$ cat config.mk
export PLATFORM = sky130hd
export DESIGN_NAME = main_control_fsm
export DESIGN_NICKNAME = d
export VERILOG_FILES = /design/src/rtl/mips_pkg.sv /design/src/rtl/control_output_decode.sv /design/src/rtl/main_control_fsm.sv
export SDC_FILE = /design/constraint.sdc
export NUM_CORES = 1
export LEC_CHECK = 0
export CELL_PAD_IN_SITES_DETAIL_PLACEMENT = 2
export CELL_PAD_IN_SITES_GLOBAL_PLACEMENT = 2
export CORE_AREA = 4 4 64 66
export CTS_CLUSTER_SIZE = 10
export DETAILED_ROUTE_END_ITERATION = 8
export DIE_AREA = 0 0 68 70
export PLACE_DENSITY_LB_ADDON = 0.25
export SYNTH_ARGS = -nofsm -noshare
export SYNTH_HDL_FRONTEND = slang
export SYNTH_HIERARCHICAL = 1
export SYNTH_SLANG_ARGS = --single-unit
$ cat constraint.sdc
create_clock -name clk -period 3.5 [get_ports clk]
set_input_delay 0.35 -clock clk [delete_from_list [all_inputs] [get_ports clk]]
set_output_delay 0.35 -clock clk [all_outputs]
set_load 0.05 [all_outputs]
$ cat src/rtl/mips_pkg.sv
// Shared definitions for the multicycle MIPS control unit: state encoding,
// opcodes, ALU function codes and datapath mux selects.
package mips_pkg;

    localparam int unsigned STATE_W  = 4;
    localparam int unsigned OP_W     = 3;
    localparam int unsigned FUNCT_W  = 3;
    localparam int unsigned COUNT_W  = 8;

    typedef enum logic [STATE_W-1:0] {
        S_FETCH  = 4'd0,
        S_DECODE = 4'd1,
        S_EXEC_R = 4'd2,
        S_EXEC_I = 4'd3,
        S_MEM    = 4'd4,
        S_WB     = 4'd5,
        S_BRANCH = 4'd6,
        S_JUMP   = 4'd7,
        S_HALT   = 4'd8
    } state_t;

    localparam logic [OP_W-1:0] OP_R    = 3'b000;
    localparam logic [OP_W-1:0] OP_ADDI = 3'b001;
    localparam logic [OP_W-1:0] OP_LW   = 3'b010;
    localparam logic [OP_W-1:0] OP_SW   = 3'b011;
    localparam logic [OP_W-1:0] OP_BEQ  = 3'b100;
    localparam logic [OP_W-1:0] OP_J    = 3'b101;

    localparam logic [FUNCT_W-1:0] ALU_ADD = 3'b001;
    localparam logic [FUNCT_W-1:0] ALU_SUB = 3'b010;

    localparam logic [1:0] SRC_B_REG = 2'b00;
    localparam logic [1:0] SRC_B_ONE = 2'b01;
    localparam logic [1:0] SRC_B_IMM = 2'b10;

    localparam logic [1:0] PC_SRC_ALU    = 2'b00;
    localparam logic [1:0] PC_SRC_ALUOUT = 2'b01;
    localparam logic [1:0] PC_SRC_JUMP   = 2'b10;

endpackage

$ cat src/rtl/control_output_decode.sv
// Combinational strobe decode: maps the current control state plus the
// instruction fields and handshake inputs onto the datapath controls.
module control_output_decode
    import mips_pkg::*;
(
    input  logic [STATE_W-1:0] state,
    input  logic [OP_W-1:0]    opcode,
    input  logic [FUNCT_W-1:0] funct,
    input  logic               zero,
    input  logic               mem_ready,
    output logic               alu_op,
    output logic [FUNCT_W-1:0] alu_funct,
    output logic               alu_src_a,
    output logic [1:0]         alu_src_b,
    output logic               ir_write,
    output logic               pc_write,
    output logic               mem_read,
    output logic               mem_write,
    output logic               reg_write,
    output logic [1:0]         pc_src,
    output logic               reg_dst,
    output logic               mem_to_reg,
    output logic               halted
);

    state_t st;
    assign st = state_t'(state);

    always_comb begin
        alu_op     = 1'b0;
        alu_funct  = '0;
        alu_src_a  = 1'b0;
        alu_src_b  = SRC_B_REG;
        ir_write   = 1'b0;
        pc_write   = 1'b0;
        mem_read   = 1'b0;
        mem_write  = 1'b0;
        reg_write  = 1'b0;
        pc_src     = PC_SRC_ALU;
        reg_dst    = 1'b0;
        mem_to_reg = 1'b0;
        halted     = 1'b0;
        case (st)
            S_FETCH: begin
                mem_read  = 1'b1;
                alu_src_b = SRC_B_ONE;
                alu_op    = 1'b1;
                ir_write  = mem_ready;
                pc_write  = mem_ready;
            end
            // Branch target is precomputed into ALUOut here.
            S_DECODE: begin
                alu_src_b = SRC_B_IMM;
                alu_op    = 1'b1;
            end
            S_EXEC_R: begin
                alu_src_a = 1'b1;
                alu_funct = funct;
            end
            S_EXEC_I: begin
                alu_src_a = 1'b1;
                alu_src_b = SRC_B_IMM;
                alu_op    = 1'b1;
            end
            S_MEM: begin
                mem_read  = (opcode == OP_LW);
                mem_write = (opcode == OP_SW);
            end
            S_WB: begin
                reg_write  = 1'b1;
                reg_dst    = (opcode == OP_R);
                mem_to_reg = (opcode == OP_LW);
            end
            S_BRANCH: begin
                alu_src_a = 1'b1;
                alu_funct = ALU_SUB;
                pc_src    = PC_SRC_ALUOUT;
                pc_write  = zero;
            end
            S_JUMP: begin
                pc_write = 1'b1;
                pc_src   = PC_SRC_JUMP;
            end
            S_HALT: begin
                halted = 1'b1;
            end
            default: begin
            end
        endcase
    end

endmodule

$ cat src/rtl/main_control_fsm.sv
// Multicycle main control FSM: sequences fetch/decode/execute/memory/writeback,
// stalls on mem_ready, halts on illegal opcodes and counts retirements.
module main_control_fsm
    import mips_pkg::*;
(
    input  logic               clk,
    input  logic               reset_n,
    input  logic [OP_W-1:0]    opcode,
    input  logic [FUNCT_W-1:0] funct,
    input  logic               zero,
    input  logic               mem_ready,
    output logic               alu_op,
    output logic [FUNCT_W-1:0] alu_funct,
    output logic               alu_src_a,
    output logic [1:0]         alu_src_b,
    output logic               ir_write,
    output logic               pc_write,
    output logic               mem_read,
    output logic               mem_write,
    output logic               reg_write,
    output logic [1:0]         pc_src,
    output logic               reg_dst,
    output logic               mem_to_reg,
    output logic               halted,
    output logic [COUNT_W-1:0] retired_count
);

    localparam int unsigned CTRL_W = 17;

    state_t state, next_state;
    logic   retire;

    logic               alu_op_d, alu_src_a_d, ir_write_d, pc_write_d;
    logic               mem_read_d, mem_write_d, reg_write_d;
    logic               reg_dst_d, mem_to_reg_d, halted_d;
    logic [FUNCT_W-1:0] alu_funct_d;
    logic [1:0]         alu_src_b_d, pc_src_d;

    always_ff @(posedge clk or negedge reset_n) begin
        if (!reset_n) begin
            state         <= S_FETCH;
            retired_count <= '0;
        end else begin
            state <= next_state;
            if (retire) begin
                retired_count <= retired_count + COUNT_W'(1);
            end
        end
    end

    always_comb begin
        next_state = state;
        case (state)
            S_FETCH:  if (mem_ready) next_state = S_DECODE;
            S_DECODE: begin
                case (opcode)
                    OP_R:                   next_state = S_EXEC_R;
                    OP_ADDI, OP_LW, OP_SW:  next_state = S_EXEC_I;
                    OP_BEQ:                 next_state = S_BRANCH;
                    OP_J:                   next_state = S_JUMP;
                    default:                next_state = S_HALT;
                endcase
            end
            S_EXEC_R: next_state = S_WB;
            S_EXEC_I: next_state = (opcode == OP_ADDI) ? S_WB : S_MEM;
            S_MEM: begin
                if (mem_ready) next_state = (opcode == OP_LW) ? S_WB : S_FETCH;
            end
            S_WB, S_BRANCH, S_JUMP: next_state = S_FETCH;
            S_HALT:   next_state = S_HALT;
            default:  next_state = S_FETCH;
        endcase
    end

    // Only completed instructions return to FETCH; HALT never does.
    assign retire = (next_state == S_FETCH) &&
                    ((state == S_MEM) || (state == S_WB) ||
                     (state == S_BRANCH) || (state == S_JUMP));

    control_output_decode u_decode (
        .state      (STATE_W'(state)),
        .opcode     (opcode),
        .funct      (funct),
        .zero       (zero),
        .mem_ready  (mem_ready),
        .alu_op     (alu_op_d),
        .alu_funct  (alu_funct_d),
        .alu_src_a  (alu_src_a_d),
        .alu_src_b  (alu_src_b_d),
        .ir_write   (ir_write_d),
        .pc_write   (pc_write_d),
        .mem_read   (mem_read_d),
        .mem_write  (mem_write_d),
        .reg_write  (reg_write_d),
        .pc_src     (pc_src_d),
        .reg_dst    (reg_dst_d),
        .mem_to_reg (mem_to_reg_d),
        .halted     (halted_d)
    );

    // Reset masks every control output without waiting for a clock edge.
    assign {alu_op, alu_funct, alu_src_a, alu_src_b, ir_write, pc_write,
            mem_read, mem_write, reg_write, pc_src, reg_dst, mem_to_reg, halted} =
        reset_n ? {alu_op_d, alu_funct_d, alu_src_a_d, alu_src_b_d, ir_write_d,
                   pc_write_d, mem_read_d, mem_write_d, reg_write_d, pc_src_d,
                   reg_dst_d, mem_to_reg_d, halted_d}
                : CTRL_W'(0);

endmodule
==> tab_implementation.tex, run 1 <==
\begin{tabular}{lr}
\hline
Metric & Value \\
\hline
\multicolumn{2}{l}{\textbf{Hold path}} \\
\quad Hold Path Class & reg -> reg \\
\quad Hold Path Sink & retired\_count[7]\$\_DFFE\_PN0P\_ \\
\quad Cells on Worst Hold Path & 1 \\
\quad Worst hold path startpoint & retired\_count[7]\$\_DFFE\_PN0P\_ \\
\multicolumn{2}{l}{\textbf{Placed design}} \\
\quad Half-perimeter wire length after detailed placement & roughly 2.2 mm \\
\quad Final weighted congestion in routability-driven placement & around 0.76 \\
\quad Input/output buffers & 34 \\
\quad Total cell area at the placement stage & about 1300 um2 \\
\quad Cell total after placement & approximately 180 \\
\multicolumn{2}{l}{\textbf{Die}} \\
\quad Vert. Die Dim & 70 um \\
\quad DIE AREA & 4760 um2 \\
\quad \# IOs & 35 \\
\quad Effective utilization at floorplan & between 20 and 30\% \\
\quad Die Wd & about 68 um \\
\quad Floorplan core area & approximately 3600 um2 \\
\quad Row Count & 22 \\
\multicolumn{2}{l}{\textbf{Synth}} \\
\quad Compound-Gate Fraction of Synth Area & between 10\% and 20\% \\
\quad Top flip-flop cell by instance count after synthesis & dfrtp\_1 \\
\quad Per-instance average area after synthesis & between 9 and 10 um2 \\
\quad Post-Synth Simple-Gate Area & 42.1\% \\
\quad Sequential cell area fraction in the yosys report & 32.4\% \\
\quad Post-Synthesis Net Count & 109 \\
\quad Asr flop ratio synth & 100\% \\
\quad EDFF count, synth & 0 \\
\quad Post-Synth Adder-Cell Area & under 10\% \\
\quad Mux contribution to synthesized area & $\sim$1.2\% \\
\quad Netlist area before placement & approximately 930 um2 \\
\quad Yosys reg bits & 12 \\
\quad Distinct cell type count after synthesis & 39 \\
\quad Warning count from the yosys run & 6 \\
\quad Synthesized-area fraction occupied by xor and xnor cells & $\sim$6.6\% \\
\quad Largest family of logic cells by synthesized area & simple AND/OR/NAND/NOR gates \\
\quad Post-synthesis cell count & slightly below 100 \\
\multicolumn{2}{l}{\textbf{GRT}} \\
\quad Leftover overflow at the end of global routing & 0 \\
\quad First-pass GRT wire length & $\sim$4.8 mm \\
\quad Largest net degree at the start of global routing & 19 \\
\quad All-layer global routing usage & between 10\% and 20\% \\
\quad Number of global-route vias before repair & roughly 930 \\
\quad Initial antenna violation count & 0 \\
\multicolumn{2}{l}{\textbf{Critical path}} \\
\quad Reg-to-reg setup timing slack & 1.73 ns \\
\quad Data arrival time of the worst path & between 2 and 3 ns \\
\quad Worst Setup Path Type & in -> out \\
\quad Category of the worst setup path capture point & primary output \\
\quad Worst reg2reg endpoint & retired\_count[1]\$\_DFFE\_PN0P\_ \\
\quad Worst-case reg-to-reg path depth & 3 \\
\quad Required time worst endpoint & $\sim$3.2 ns \\
\quad Critical path launch point type & input pin \\
\quad Origin of the critical flop-to-flop path & state[1]\$\_DFF\_PN0\_ \\
\quad Peak fanout along the critical path & 9 \\
\multicolumn{2}{l}{\textbf{Timing}} \\
\quad Unrepaired setup endpoints after global routing & no \\
\quad Hold slack & 0.490 ns \\
\quad Setup-violating endpoint count in the final report & 0 \\
\quad Worst setup skew after layout & 0.00259 ns \\
\quad Setup total negative slack & 0 ns \\
\quad Transition time at the pin with the least slew margin & around 0.5 ns \\
\quad Total count of hold-check failures in the final report & 0 \\
\quad Highest attainable clock frequency & approximately 0.33 GHz \\
\quad Final-report max-slew violation count & 0 \\
\quad Final Critical Period & about 3.1 ns \\
\quad Final clock period utilization by the worst path & just under 90\% \\
\quad Rel. slew slack & 65.8\% \\
\multicolumn{2}{l}{\textbf{Finish}} \\
\quad Number of antenna diodes & 0 \\
\quad Area Growth Syn to Fin & 45.6\% \\
\quad Final layout net count & between 100 and 150 \\
\quad Post-route insts no fill & between 150 and 200 \\
\quad Area of all placed cells without fillers & roughly 1400 um2 \\
\quad Proportion of layout cells with a drive suffix above 1 & approximately 9.7\% \\
\quad Number of fill cells in the layout & 415 \\
\multicolumn{2}{l}{\textbf{Clocking}} \\
\quad Total setup buffers inserted after CTS & 0 \\
\quad Clock sink count & 12 \\
\quad Hold Buf Count CTS & 0 \\
\quad H-Tree Level Count & 1 \\
\quad Cts bufs inserted & 3 \\
\quad CTS Root Cell & clkbuf\_4 \\
\quad CTS-repair resized insts & 0 \\
\quad Clock latency reported for the late side of the worst-skew pair & between 0.2 and 0.3 ns \\
\quad Maximum clock path buffer count & 2 \\
\quad Clock tree from TritonCTS & done \\
\quad Clock-pin slew on the worst setup and hold paths & $\sim$0.070 ns \\
\multicolumn{2}{l}{\textbf{Routing}} \\
\quad Total iterations of the first detailed-routing run & 4 \\
\quad Total via count after detailed routing & about 900 \\
\quad Wirelength per Cell & between 15 and 20 um \\
\quad Number of vias per cell after detailed routing & between 4 and 5 \\
\quad DRT Wirelength & 2.79 mm \\
\quad Detail Route Antenna Nets & 0 \\
\quad Number of design-rule violations left by the first detailed-router iteration & 23 \\
\quad Remaining routing DRC violations & 0 \\
\multicolumn{2}{l}{\textbf{Run}} \\
\quad Number of max-cap violations & 0 \\
\multicolumn{2}{l}{\textbf{Status}} \\
\quad Result of the run & complete, no violations \\
\multicolumn{2}{l}{\textbf{Pwr}} \\
\quad Power density cells & 823 nW/um2 \\
\quad Largest voltage drop on the vdd net & between 0.2 and 0.25 mV \\
\quad Leakage & around 0.52 nW \\
\hline
\end{tabular}
## report_power, final
| part | switching (mW) | internal (mW) |
|---|---|---|
| sequential | 0.104 | 0.192 |
| combinational | 0.444 | 0.286 |
| clock | 0.0451 | 0.0398 |
| total | 0.593 | 0.519 |
## layer usage
metal,routed length (um),track usage (%),up-vias,share of wire (%)
li1,-,-,427,-
met1,1280,17.9,442,46
met2,1360,19.9,19,49
met3,126,2.73,2,4.5
met4,17,1.99,0,0.61
met5,0,0,-,0
## cell usage after synthesis, drive strengths merged (2+ instances only)
cell,instances,area (um2)
a211oi,3,35.0
a21oi,2,10.0
and2,19,119
and3,3,18.8
and4,2,17.5
and4b,2,20.0
buf,4,26.3
dfrtp,12,300
inv,2,7.51
nand2,2,7.51
nand2b,3,18.8
nand3,3,15.0
nand4,2,12.5
nand4b,2,17.5
nor2,4,15.0
nor2b,2,12.5
nor3,2,10.0
nor4,3,18.8
nor4b,2,17.5
o21ai,2,10.0
xnor2,6,52.6
## per-stage QoR
step	util [%]	worst slack (ns)	total power [mW]
2_1_floorplan	-	1.55	0.793
3_3_place_gp	37.1	0.485	1.01
3_5_place_dp	37.1	0.417	1.04
4_1_cts	37.7	0.419	1.12
5_1_grt	37.7	0.300	1.19
6_report	37.7	0.425	1.11
## logic make-up (layout without fill, tap and decap cells)
group,Yosys count,count (layout)
AOI/OAI and AO/OA,12,12
xor gates and xnor gates,7,7
adders and majority gates,1,1
buffers and inverters,7,43
DFF,12,12
muxes,1,1
and+or+nand+nor,58,58
## worst max-delay path, cell delays in order
cell	delay, ns
clkdlybuf4s50_1	0.60
or3b_4	0.44
a2111oi_4	0.34
and2_1	0.19
clkdlybuf4s50_1	0.81
## how the worst max path moves through the flow
stage                       start       end  slack, ns  cells after the start
2_1_floorplan  state[1]$_DFF_PN0_  pc_write       1.55                      4
3_3_place_gp            opcode[1]  mem_read       0.49                      5
3_5_place_dp            opcode[1]  mem_read       0.42                      5
4_1_cts                 opcode[1]  mem_read       0.42                      5
5_1_grt                 opcode[1]  mem_read       0.30                      5
6_report                opcode[1]  mem_read       0.43                      5
## placed cells by master, fill, tap and decap left out
| cell type | count |
|---|---|
| clkdlybuf4s50_1 | 34 |
| o211ai_1 | 1 |
| dfrtp_1 | 12 |
| nor3b_2 | 1 |
| a211oi_1 | 2 |
| nand3_1 | 3 |
| or3b_4 | 1 |
| a21boi_0 | 1 |
| xnor2_1 | 6 |
| and4b_1 | 2 |
| nor4b_1 | 2 |
| inv_1 | 2 |
| or2b_1 | 1 |
| nor2_1 | 4 |
| a211oi_4 | 1 |
| nor3_1 | 2 |
| nand4_1 | 2 |
| ha_1 | 1 |
| and2_1 | 19 |
| nand2_1 | 2 |
| a221oi_1 | 1 |
| a2111oi_4 | 1 |
| o21ai_0 | 2 |
| nand3b_1 | 1 |
| nand2b_1 | 3 |
| and3_1 | 3 |
| clkbuf_4 | 3 |
| buf_4 | 4 |
| and3b_1 | 1 |
| a21oi_1 | 2 |
| mux2_2 | 1 |
| and4bb_2 | 1 |
| xor2_1 | 1 |
| nor4_1 | 3 |
| and4_1 | 2 |
| o21bai_1 | 1 |
| nand4b_1 | 2 |
| or4b_1 | 1 |
| nor2b_1 | 2 |
## flip-flops by register name, indices dropped and copies added (netlist names)
signal,cells
retired_count,8
state,4
## cell type report
type	count	area, um2	area share [%]
timing repair buffer	38	370	27.4
inverter	2	7.51	0.556
tap	48	60.1	4.45
multi-input combinational	79	589	43.7
sequential	12	300	22.2
clock buffer	3	22.5	1.67
Power figures use the tool's default switching activity.
==> inputs of run 2 (changes only) <==
--- a/config.mk
+++ b/config.mk
@@ -7,10 +7,10 @@
 export LEC_CHECK = 0
 export CELL_PAD_IN_SITES_DETAIL_PLACEMENT = 2
 export CELL_PAD_IN_SITES_GLOBAL_PLACEMENT = 2
-export CORE_AREA = 4 4 64 66
-export CTS_CLUSTER_SIZE = 10
+export CORE_AREA = 3 3 63 65
+export CTS_CLUSTER_SIZE = 30
 export DETAILED_ROUTE_END_ITERATION = 8
-export DIE_AREA = 0 0 68 70
+export DIE_AREA = 0 0 66 68
 export PLACE_DENSITY_LB_ADDON = 0.25
 export SYNTH_ARGS = -nofsm -noshare
 export SYNTH_HDL_FRONTEND = slang
==> tab_implementation.tex, run 2 (synthesis results as in run 1) <==
\begin{tabular}{lr}
\hline
Metric & Value \\
\hline
\multicolumn{2}{l}{\textbf{Die}} \\
\quad Vert. Die Dim & between 60 and 70 um \\
\quad Die Wd & 66 um \\
\quad Floorplan core area & approximately 3400 um2 \\
\quad \# IOs & 35 \\
\quad Effective utilization at floorplan & 27.4\% \\
\quad Row Count & 21 \\
\quad DIE AREA & 4490 um2 \\
\multicolumn{2}{l}{\textbf{Routing}} \\
\quad Remaining routing DRC violations & 0 \\
\quad Total via count after detailed routing & between 800 and 900 \\
\quad Number of vias per cell after detailed routing & between 4 and 5 \\
\quad Number of design-rule violations left by the first detailed-router iteration & 22 \\
\quad DRT Wirelength & between 2 and 3 mm \\
\quad Detail Route Antenna Nets & 0 \\
\quad Total iterations of the first detailed-routing run & 3 \\
\quad Wirelength per Cell & about 16 um \\
\multicolumn{2}{l}{\textbf{Timing}} \\
\quad Setup total negative slack & 0 ns \\
\quad Transition time at the pin with the least slew margin & $\sim$0.60 ns \\
\quad Final Critical Period & 3.05 ns \\
\quad Setup-violating endpoint count in the final report & 0 \\
\quad Final clock period utilization by the worst path & 87.0\% \\
\quad Worst setup skew after layout & 0.00204 ns \\
\quad Total count of hold-check failures in the final report & 0 \\
\quad Unrepaired setup endpoints after global routing & no \\
\quad Final-report max-slew violation count & 0 \\
\quad Rel. slew slack & about three fifths \\
\quad Hold slack & a little under 0.5 ns \\
\quad Highest attainable clock frequency & $\sim$0.33 GHz \\
\multicolumn{2}{l}{\textbf{Placed design}} \\
\quad Input/output buffers & 34 \\
\quad Half-perimeter wire length after detailed placement & around 2.1 mm \\
\quad Final weighted congestion in routability-driven placement & roughly 0.79 \\
\quad Cell total after placement & 174 \\
\multicolumn{2}{l}{\textbf{Clocking}} \\
\quad CTS Root Cell & clkbuf\_4 \\
\quad Clock-pin slew on the worst setup and hold paths & around 0.080 ns \\
\quad H-Tree Level Count & 1 \\
\quad Total setup buffers inserted after CTS & 0 \\
\quad CTS-repair resized insts & 0 \\
\quad Hold Buf Count CTS & 0 \\
\quad Clock latency reported for the late side of the worst-skew pair & 0.27 ns \\
\quad Clock sink count & 12 \\
\quad Maximum clock path buffer count & 2 \\
\quad Cts bufs inserted & 3 \\
\quad Clock tree from TritonCTS & done \\
\multicolumn{2}{l}{\textbf{Critical path}} \\
\quad Worst-case reg-to-reg path depth & 3 \\
\quad Required time worst endpoint & between 3 and 4 ns \\
\quad Origin of the critical flop-to-flop path & state[0]\$\_DFF\_PN0\_ \\
\quad Category of the worst setup path capture point & primary output \\
\quad Buffering stage count on the worst path with inverters included & 2 \\
\quad Worst reg2reg endpoint & retired\_count[1]\$\_DFFE\_PN0P\_ \\
\quad Reg-to-reg setup timing slack & 1.65 ns \\
\quad Worst Setup Path Type & in -> out \\
\quad Category of cells accounting for the largest share of critical-path delay & buffers and inverters \\
\quad Data arrival time of the worst path & between 2 and 3 ns \\
\quad Slowest Stage Delay on Critical Path & roughly 0.80 ns \\
\quad Crit path depth & 5 \\
\quad Critical path launch point type & input pin \\
\quad Crit-path slowest cell & clkdlybuf4s50\_1 \\
\quad Cell type with the highest occurrence count on the critical path & clkdlybuf4s50\_1 \\
\quad CP Launch Point & opcode[1] \\
\quad Capture point of the worst path & mem\_read \\
\quad Peak fanout along the critical path & 9 \\
\quad Cells along the critical path & clkdlybuf4s50\_1, or3b\_4, a2111oi\_4, and2\_1, clkdlybuf4s50\_1 \\
\multicolumn{2}{l}{\textbf{GRT}} \\
\quad First-pass GRT wire length & $\sim$4.6 mm \\
\quad All-layer global routing usage & a little over an eighth \\
\quad Leftover overflow at the end of global routing & 0 \\
\quad Initial antenna violation count & 0 \\
\quad Number of global-route vias before repair & between 900 and 1,000 \\
\quad Largest net degree at the start of global routing & 20 \\
\multicolumn{2}{l}{\textbf{Pwr}} \\
\quad Combinational share of power & roughly three fifths \\
\quad Switching fraction of total power & approximately 53\% \\
\quad Switching power & approximately 0.6 mW \\
\quad Share of power burned in the clock network & roughly a tenth \\
\quad Internal power & about 0.52 mW \\
\quad Leakage & slightly above 0.5 nW \\
\quad Power share of the sequential group & a little under a third \\
\quad Power density cells & slightly above 800 nW/um2 \\
\quad Largest voltage drop on the vdd net & approximately 0.34 mV \\
\multicolumn{2}{l}{\textbf{Finish}} \\
\quad Proportion of layout cells with a drive suffix above 1 & 8.33\% \\
\quad Largest registers & retired\_count (8), state (4) \\
\quad Most frequent cells in the layout & clkdlybuf4s50\_1, and2\_1, dfrtp\_1, xnor2\_1, nor2\_1 \\
\quad Largest reg by FF count & retired\_count \\
\quad Max reg flops & 8 \\
\quad Leading cell type in the layout, fill and taps excluded & clkdlybuf4s50\_1 \\
\quad Area Growth Syn to Fin & 44.4\% \\
\quad Final layout net count & $\sim$140 \\
\quad End-of-flow core utilization & $\sim$39\% \\
\quad Post-route insts no fill & 178 \\
\quad Number of antenna diodes & 0 \\
\multicolumn{2}{l}{\textbf{Hold path}} \\
\quad Hold Path Class & reg -> reg \\
\quad Cells on Worst Hold Path & 1 \\
\multicolumn{2}{l}{\textbf{Status}} \\
\quad Result of the run & complete, no violations \\
\multicolumn{2}{l}{\textbf{Run}} \\
\quad Number of max-cap violations & 0 \\
\hline
\end{tabular}
==> run 2: changes by cell type in the layout (fill, tap and decap cells not counted), sizes merged <==
| cell | change |
|---|---|
| buf | -3 |
| clkbuf | +1 |
==> run 2: metal layers <==
metal / GRT usage, % / vias to the layer above / wire [um]
met5: 0 / - / 0
met4: 1.52 / 0 / 0
met3: 3.45 / 0 / 109
met2: 22.8 / 18 / 1350
met1: 17.5 / 421 / 1320
li1: - / 422 / -
==> run 2: power by group through the flow <==
stage	logic (mW)	registers (mW)	clock network (mW)
6_report	0.659	0.341	0.111
5_1_grt	0.704	0.367	0.125
4_1_cts	0.669	0.342	0.117
3_5_place_dp	0.666	0.345	0
3_3_place_gp	0.649	0.338	0
2_1_floorplan	0.419	0.374	0
==> run 2: stage by stage <==
step / setup slack (ns) / total power [mW] / cell area, um2
finish: 0.454 / 1.11 / 1340
CTS: 0.438 / 1.13 / 1340
global placement: 0.500 / 0.987 / 1300
global route: 0.393 / 1.20 / 1340
detailed placement: 0.451 / 1.01 / 1300
floorplan: 1.55 / 0.793 / 927
==> run 2: final cells by class <==
type                       count  area [um2]
fill                         377        2050
multi-input combinational     79         589
timing repair buffer          35         348
sequential                    12         300
tap                           46        57.6
clock buffer                   4        36.3
inverter                       2        7.51
==> run 2: worst min path at each step <==
stage	to	from
after floorplan	retired_count[0]$_DFFE_PN0P_	reset_n
after global placement	retired_count[7]$_DFFE_PN0P_	retired_count[7]$_DFFE_PN0P_
after detailed placement	retired_count[7]$_DFFE_PN0P_	retired_count[7]$_DFFE_PN0P_
after CTS	retired_count[7]$_DFFE_PN0P_	retired_count[7]$_DFFE_PN0P_
after global routing	retired_count[7]$_DFFE_PN0P_	retired_count[7]$_DFFE_PN0P_
final	retired_count[7]$_DFFE_PN0P_	retired_count[7]$_DFFE_PN0P_
